<file path="config.mk">
export PLATFORM = sky130hd
export DESIGN_NAME = parking_lot_controller_flat
export DESIGN_NICKNAME = d
export VERILOG_FILES = /design/src/rtl/parking_lot_controller_pkg.sv /design/src/rtl/parking_lot_controller_if.sv /design/src/rtl/parking_lot_controller_free_slot_finder.sv /design/src/rtl/parking_lot_controller.sv /design/src/flat_wrapper.sv
export SDC_FILE = /design/constraint.sdc
export NUM_CORES = 1
export LEC_CHECK = 0
export BUFFER_PORTS_ARGS = -buffer_cell sky130_fd_sc_hd__buf_2
export CAP_MARGIN = 20
export CORE_ASPECT_RATIO = 1.2
export CORE_MARGIN = 2
export CORE_UTILIZATION = 50
export DETAILED_ROUTE_END_ITERATION = 8
export PLACE_DENSITY = 0.82
export SYNTH_ARGS = -nofsm -noshare
export SYNTH_HDL_FRONTEND = slang
export SYNTH_SLANG_ARGS = --single-unit
</file>
<file path="constraint.sdc">
create_clock -name clk -period 6.43 [get_ports clk]
set_input_delay 0.643 -clock clk [delete_from_list [all_inputs] [get_ports clk]]
set_output_delay 0.643 -clock clk [all_outputs]
set_load 0.05 [all_outputs]
</file>
<file path="src/rtl/parking_lot_controller_pkg.sv">
// rtl/parking_lot_controller_pkg.sv - shared constants and FSM encoding for the parking lot controller
package parking_pkg;

    localparam int NUM_SPACES          = 8;
    localparam int IDX_W               = 3;
    localparam int CNT_W               = 4;
    localparam int TIMER_W             = 4;
    localparam int GATE_CYCLES_DEFAULT = 4;

    typedef enum logic [1:0] {
        IDLE  = 2'd0,
        GRANT = 2'd1,
        GATE  = 2'd2
    } state_e;

endpackage

</file>
<file path="src/rtl/parking_lot_controller_if.sv">
// rtl/parking_lot_controller_if.sv - entry/exit request and status bundle; PARKING_STATS_EN adds counters
interface parking_lot_controller_if;
    import parking_pkg::*;

    logic                  entry_req;
    logic                  exit_req;
    logic [NUM_SPACES-1:0] exit_location;
    logic [NUM_SPACES-1:0] occupancy;
    logic [IDX_W-1:0]      entry_park_number;
    logic                  entry_ack;
    logic                  entry_reject;
    logic                  exit_error;
    logic                  gate_open;
    logic [CNT_W-1:0]      free_count;
    logic                  full;
    logic                  empty;
`ifdef PARKING_STATS_EN
    logic [15:0]           entries_total;
    logic [7:0]            rejects_total;

    modport master (
        output entry_req, exit_req, exit_location,
        input  occupancy, entry_park_number, entry_ack, entry_reject, exit_error,
               gate_open, free_count, full, empty, entries_total, rejects_total
    );
    modport slave (
        input  entry_req, exit_req, exit_location,
        output occupancy, entry_park_number, entry_ack, entry_reject, exit_error,
               gate_open, free_count, full, empty, entries_total, rejects_total
    );
`else
    modport master (
        output entry_req, exit_req, exit_location,
        input  occupancy, entry_park_number, entry_ack, entry_reject, exit_error,
               gate_open, free_count, full, empty
    );
    modport slave (
        input  entry_req, exit_req, exit_location,
        output occupancy, entry_park_number, entry_ack, entry_reject, exit_error,
               gate_open, free_count, full, empty
    );
`endif

endinterface

</file>
<file path="src/rtl/parking_lot_controller_free_slot_finder.sv">
// rtl/parking_lot_controller_free_slot_finder.sv - lowest-index free space priority encoder
module free_slot_finder
    import parking_pkg::*;
(
    input  logic [NUM_SPACES-1:0] occupancy_i,
    output logic [IDX_W-1:0]      free_idx_o,
    output logic                  any_free_o
);

    always_comb begin
        free_idx_o = '0;
        any_free_o = 1'b0;
        // Scan downward so the last hit, the lowest free index, wins.
        for (int i = NUM_SPACES - 1; i >= 0; i--) begin
            if (!occupancy_i[i]) begin
                free_idx_o = IDX_W'(i);
                any_free_o = 1'b1;
            end
        end
    end

endmodule

</file>
<file path="src/rtl/parking_lot_controller.sv">
// rtl/parking_lot_controller.sv - occupancy tracking and entry gate FSM; PARKING_STATS_EN adds entry/reject counters
module parking_lot_controller
    import parking_pkg::*;
#(
    parameter int GATE_CYCLES = GATE_CYCLES_DEFAULT
)
(
    input  logic                    clk,
    input  logic                    rst,
    parking_lot_controller_if.slave bus
);

    state_e                state_q, state_d;
    logic [TIMER_W-1:0]    timer_q, timer_d;
    logic [NUM_SPACES-1:0] occupancy_q, occupancy_d;
    logic [IDX_W-1:0]      park_num_q, park_num_d;
    logic                  ack_q, ack_d;
    logic                  reject_q, reject_d;
    logic                  exit_err_q, exit_err_d;
    logic                  gate_q, gate_d;

    logic [IDX_W-1:0]      free_idx;
    logic                  any_free;
    logic                  grant;
    logic                  exit_legal;
    logic [NUM_SPACES-1:0] grant_mask;
    logic [NUM_SPACES-1:0] clear_mask;

    free_slot_finder u_finder (
        .occupancy_i (occupancy_q),
        .free_idx_o  (free_idx),
        .any_free_o  (any_free)
    );

    assign exit_legal = bus.exit_req && $onehot(bus.exit_location)
                        && ((occupancy_q & bus.exit_location) != '0);

    always_comb begin
        state_d    = state_q;
        timer_d    = timer_q;
        gate_d     = gate_q;
        ack_d      = 1'b0;
        reject_d   = 1'b0;
        grant      = 1'b0;
        case (state_q)
            IDLE: begin
                if (bus.entry_req) begin
                    if (any_free) begin
                        grant   = 1'b1;
                        ack_d   = 1'b1;
                        state_d = GRANT;
                    end else begin
                        reject_d = 1'b1;
                    end
                end
            end
            GRANT: begin
                timer_d = TIMER_W'(GATE_CYCLES);
                gate_d  = 1'b1;
                state_d = GATE;
            end
            GATE: begin
                if (timer_q <= TIMER_W'(1)) begin
                    timer_d = '0;
                    gate_d  = 1'b0;
                    state_d = IDLE;
                end else begin
                    timer_d = timer_q - TIMER_W'(1);
                end
            end
            default: begin
                state_d = IDLE;
                gate_d  = 1'b0;
                timer_d = '0;
            end
        endcase
    end

    // Allocation is computed from pre-exit occupancy, so a space freed this cycle is never granted this cycle.
    always_comb begin
        grant_mask  = grant ? (NUM_SPACES'(1) << free_idx) : '0;
        clear_mask  = exit_legal ? bus.exit_location : '0;
        occupancy_d = (occupancy_q | grant_mask) & ~clear_mask;
        park_num_d  = grant ? free_idx : park_num_q;
        exit_err_d  = bus.exit_req && !exit_legal;
    end

    always_ff @(posedge clk or posedge rst) begin
        if (rst) begin
            state_q     <= IDLE;
            timer_q     <= '0;
            occupancy_q <= '0;
            park_num_q  <= '0;
            ack_q       <= 1'b0;
            reject_q    <= 1'b0;
            exit_err_q  <= 1'b0;
            gate_q      <= 1'b0;
        end else begin
            state_q     <= state_d;
            timer_q     <= timer_d;
            occupancy_q <= occupancy_d;
            park_num_q  <= park_num_d;
            ack_q       <= ack_d;
            reject_q    <= reject_d;
            exit_err_q  <= exit_err_d;
            gate_q      <= gate_d;
        end
    end

    assign bus.occupancy         = occupancy_q;
    assign bus.entry_park_number = park_num_q;
    assign bus.entry_ack         = ack_q;
    assign bus.entry_reject      = reject_q;
    assign bus.exit_error        = exit_err_q;
    assign bus.gate_open         = gate_q;
    assign bus.free_count        = CNT_W'(NUM_SPACES - $countones(occupancy_q));
    assign bus.full              = (occupancy_q == '1);
    assign bus.empty             = (occupancy_q == '0);

`ifdef PARKING_STATS_EN
    logic [15:0] entries_q;
    logic [7:0]  rejects_q;

    always_ff @(posedge clk or posedge rst) begin
        if (rst) begin
            entries_q <= '0;
            rejects_q <= '0;
        end else begin
            if (ack_d && (entries_q != 16'hFFFF)) begin
                entries_q <= entries_q + 16'd1;
            end
            if (reject_d && (rejects_q != 8'hFF)) begin
                rejects_q <= rejects_q + 8'd1;
            end
        end
    end

    assign bus.entries_total = entries_q;
    assign bus.rejects_total = rejects_q;
`endif

endmodule

</file>
<file path="src/flat_wrapper.sv">
// flat-port wrapper written by rule: the top's interface ports become plain ports
module parking_lot_controller_flat import parking_pkg::*;
#(
    parameter int GATE_CYCLES = GATE_CYCLES_DEFAULT
)
  (clk, rst, bus_entry_req, bus_exit_req, bus_exit_location, bus_occupancy, bus_entry_park_number, bus_entry_ack, bus_entry_reject, bus_exit_error, bus_gate_open, bus_free_count, bus_full, bus_empty);
  parking_lot_controller_if bus_i ();
  input  logic clk;
  input  logic rst;
  input wire logic [$bits(bus_i.entry_req)-1:0] bus_entry_req;
  input wire logic [$bits(bus_i.exit_req)-1:0] bus_exit_req;
  input wire logic [$bits(bus_i.exit_location)-1:0] bus_exit_location;
  output wire logic [$bits(bus_i.occupancy)-1:0] bus_occupancy;
  output wire logic [$bits(bus_i.entry_park_number)-1:0] bus_entry_park_number;
  output wire logic [$bits(bus_i.entry_ack)-1:0] bus_entry_ack;
  output wire logic [$bits(bus_i.entry_reject)-1:0] bus_entry_reject;
  output wire logic [$bits(bus_i.exit_error)-1:0] bus_exit_error;
  output wire logic [$bits(bus_i.gate_open)-1:0] bus_gate_open;
  output wire logic [$bits(bus_i.free_count)-1:0] bus_free_count;
  output wire logic [$bits(bus_i.full)-1:0] bus_full;
  output wire logic [$bits(bus_i.empty)-1:0] bus_empty;
  assign bus_i.entry_req = bus_entry_req;
  assign bus_i.exit_req = bus_exit_req;
  assign bus_i.exit_location = bus_exit_location;
  assign bus_occupancy = bus_i.occupancy;
  assign bus_entry_park_number = bus_i.entry_park_number;
  assign bus_entry_ack = bus_i.entry_ack;
  assign bus_entry_reject = bus_i.entry_reject;
  assign bus_exit_error = bus_i.exit_error;
  assign bus_gate_open = bus_i.gate_open;
  assign bus_free_count = bus_i.free_count;
  assign bus_full = bus_i.full;
  assign bus_empty = bus_i.empty;
  parking_lot_controller #(.GATE_CYCLES(GATE_CYCLES)) u_core (.clk(clk), .rst(rst), .bus(bus_i));
endmodule
</file>
==> results.ini <==
[final_layout]
fin_area_um2=1840
utilization_pct=59.8
area_growth_pct=13.6
drive_gt1_share_pct=24.5
nets=237
antenna_cells=0

[sta]
rsz0062_at_grt=false
slew_viol_final=0
final-hold-violation-count=0
fin_setup_tns_ns=0
fin_crit_ns=3.69
tightest_slew_ns=0.772
maxSlewHeadroom_pct=48.5
fin_crit_sh_pct=57.4
finalSetupViolCount=0
fmax_mhz=271
clock_skew_ns=0.00196

[route]
wl_per_cell_um=14.2
vias=1274
vias_per_cell=5.59
finalWirelength_mm=3.24
drc=0
drt.antenna.violating_nets=0
dr.pass1.iters=4
drt_iter0_drc=30

[setup_path]
critical_path_required_ns=5.79
r2r_cells=6
crit_path_start_kind=register
r2r-start=u_core.state_q[1]$_DFFE_PP0P_
worstSetupEndpointType=primary output
crit_path_max_fanout=9
cp.arrival_ns=3.04
critical_path_class=reg -> out
regToRegSetupSlack_ns=4.55
rr_endpoint=u_core.bus.occupancy[5]$_DFF_PP0_

[floorplanning]
rows=22
start_util_pct=52.6
die_width_um=56.0
dieArea_um2=3720
die_h_um=66.4
ios=33
core-area_um2=3080

[clock_network]
cts_tree=built
cts.sinks=21
root_buffer=clkbuf_4
ctsResizeCount=0
cts_max_level=1
clkTransAtPathRegs_ns=0.11
post_cts_buffers=0
cts.path.max_buffers=2
clock_latency_ns=0.30
numCtsBuffers=3
hold_buffers=0

[logic_synthesis]
syn_nets=202
synthCells=158
syn_area_um2=1620
ys.warnings.count=0
ys_types=41
seq_area_frac_synth_pct=32.4
synth_seq_cells=21
syn_avg_cell_area_um2=10.3

[global_route]
grt_pass1_wl_mm=5.64
grt_usage_pct=19.3
grt.overflow.total=0
grt_max_degree=22
grt_pass1_vias=1263
antenna_found_initial=0

[run]
cap_violations=0

[placed_design]
portBuffers=32
gp_congestion=0.807
hpwlAfterDp_mm=2.64
place_area_um2=1820

[run_status]
outcome=completed

[min_path]
hp-class=in -> async

## metal layers
metal | wire length (um) | part of all wire (%) | GRT usage [%]
met5 | 0 | 0 | 0
met4 | 20 | 0.62 | 5.65
met2 | 1660 | 51 | 34.4
met3 | 134 | 4.1 | 3.33
met1 | 1420 | 44 | 23.9
## worst max-delay path by stage
| stage | startpoint | endpoint | slack (ns) | cells after the start |
|---|---|---|---|---|
| after floorplan | u_core.bus.occupancy[2]$_DFF_PP0_ | bus_free_count[3] | 2.51 | 9 |
| after global placement | bus_exit_location[0] | u_core.bus.occupancy[3]$_DFF_PP0_ | 2.64 | 11 |
| after detailed placement | bus_exit_location[0] | u_core.bus.occupancy[1]$_DFF_PP0_ | 2.55 | 11 |
| after CTS | u_core.bus.occupancy[3]$_DFF_PP0_ | bus_free_count[3] | 2.74 | 9 |
| after global routing | u_core.bus.occupancy[3]$_DFF_PP0_ | bus_free_count[3] | 2.57 | 9 |
| final | u_core.bus.occupancy[3]$_DFF_PP0_ | bus_free_count[3] | 2.74 | 9 |
## cell type report
type | count | area, um^2
fill | 287 | 1240
sequential | 21 | 526
inverter | 36 | 135
multi-input combinational | 99 | 952
clock buffer | 4 | 26.3
timing repair buffer | 32 | 160
tap | 36 | 45.0
## cells in the mapped netlist, drive strengths merged
cell type | n | area (um^2)
o311ai | 1 | 8.76
o21ai | 6 | 33.8
buf | 2 | 10.0
ha | 25 | 313
a311oi | 2 | 17.5
o32ai | 1 | 8.76
a22o | 2 | 17.5
a22oi | 4 | 40.0
o31ai | 1 | 7.51
nand2 | 4 | 15.0
and2 | 1 | 6.26
fa | 7 | 140
dfrtp | 21 | 526
nor3 | 2 | 10.0
nand2b | 1 | 13.8
nand4 | 1 | 21.3
or3b | 1 | 8.76
a221oi | 1 | 15.0
or4 | 2 | 18.8
a2bb2oi | 1 | 8.76
and4 | 1 | 8.76
nand3 | 2 | 10.0
a21o | 1 | 7.51
xor2 | 1 | 8.76
inv | 36 | 135
nor4 | 1 | 6.26
mux2 | 3 | 37.5
nor2 | 5 | 18.8
nor2b | 2 | 12.5
a31oi | 5 | 46.3
nand3b | 1 | 7.51
a21oi | 11 | 58.8
o31a | 2 | 17.5
a211oi | 1 | 7.51
## state kept, by name (all words and copies together), names as in the netlist
name	count
u_core.bus.entry_ack	1
u_core.timer_q	4
u_core.bus.entry_park_number	3
u_core.state_q	2
u_core.bus.exit_error	1
u_core.bus.entry_reject	1
u_core.bus.occupancy	8
u_core.bus.gate_open	1
## cell usage in the layout, fill, tap and decap left out, types with 2 or more instances in the layout
master and count:
a22o_1 2, fa_1 7, buf_2 32, ha_1 25, nor2_1 5, mux2_2 2
o31a_1 2, inv_1 36, a31oi_1 4, o21ai_0 4, a311oi_1 2, a22oi_1 2
nor2b_1 2, nand2_1 4, nand3_1 2, dfrtp_1 21, a22oi_2 2, nor3_1 2
clkbuf_4 3, a21oi_1 10
## critical path, cell delays in order, from the launching register on
cell and delay (ns):
dfrtp_1 0.61, inv_1 0.13, ha_1 0.31, fa_1 0.38, inv_1 0.08, fa_1 0.42, ha_1 0.21, ha_1 0.18
xor2_1 0.13, buf_2 0.27
## cells by family after synthesis
group	Yosys count	synth area share (%)
muxes	3	2.31
AOI/OAI and AO/OA	39	18.2
DFF	21	32.4
xor gates and xnor gates	1	0.540
adders and majority gates	32	27.9
buffers and inverters	38	8.94
and+or+nand+nor	24	9.72
## stage by stage
step	hold slack [ns]	setup WS [ns]	cells
floorplan	0.452	2.51	158
global placement	0.466	2.64	224
detailed placement	0.478	2.55	224
CTS	0.490	2.74	228
global route	0.516	2.57	228
finish	0.461	2.74	228
Power is not shown: default switching activity piles up to over one toggle a cycle in this logic, so the estimate is an artifact.
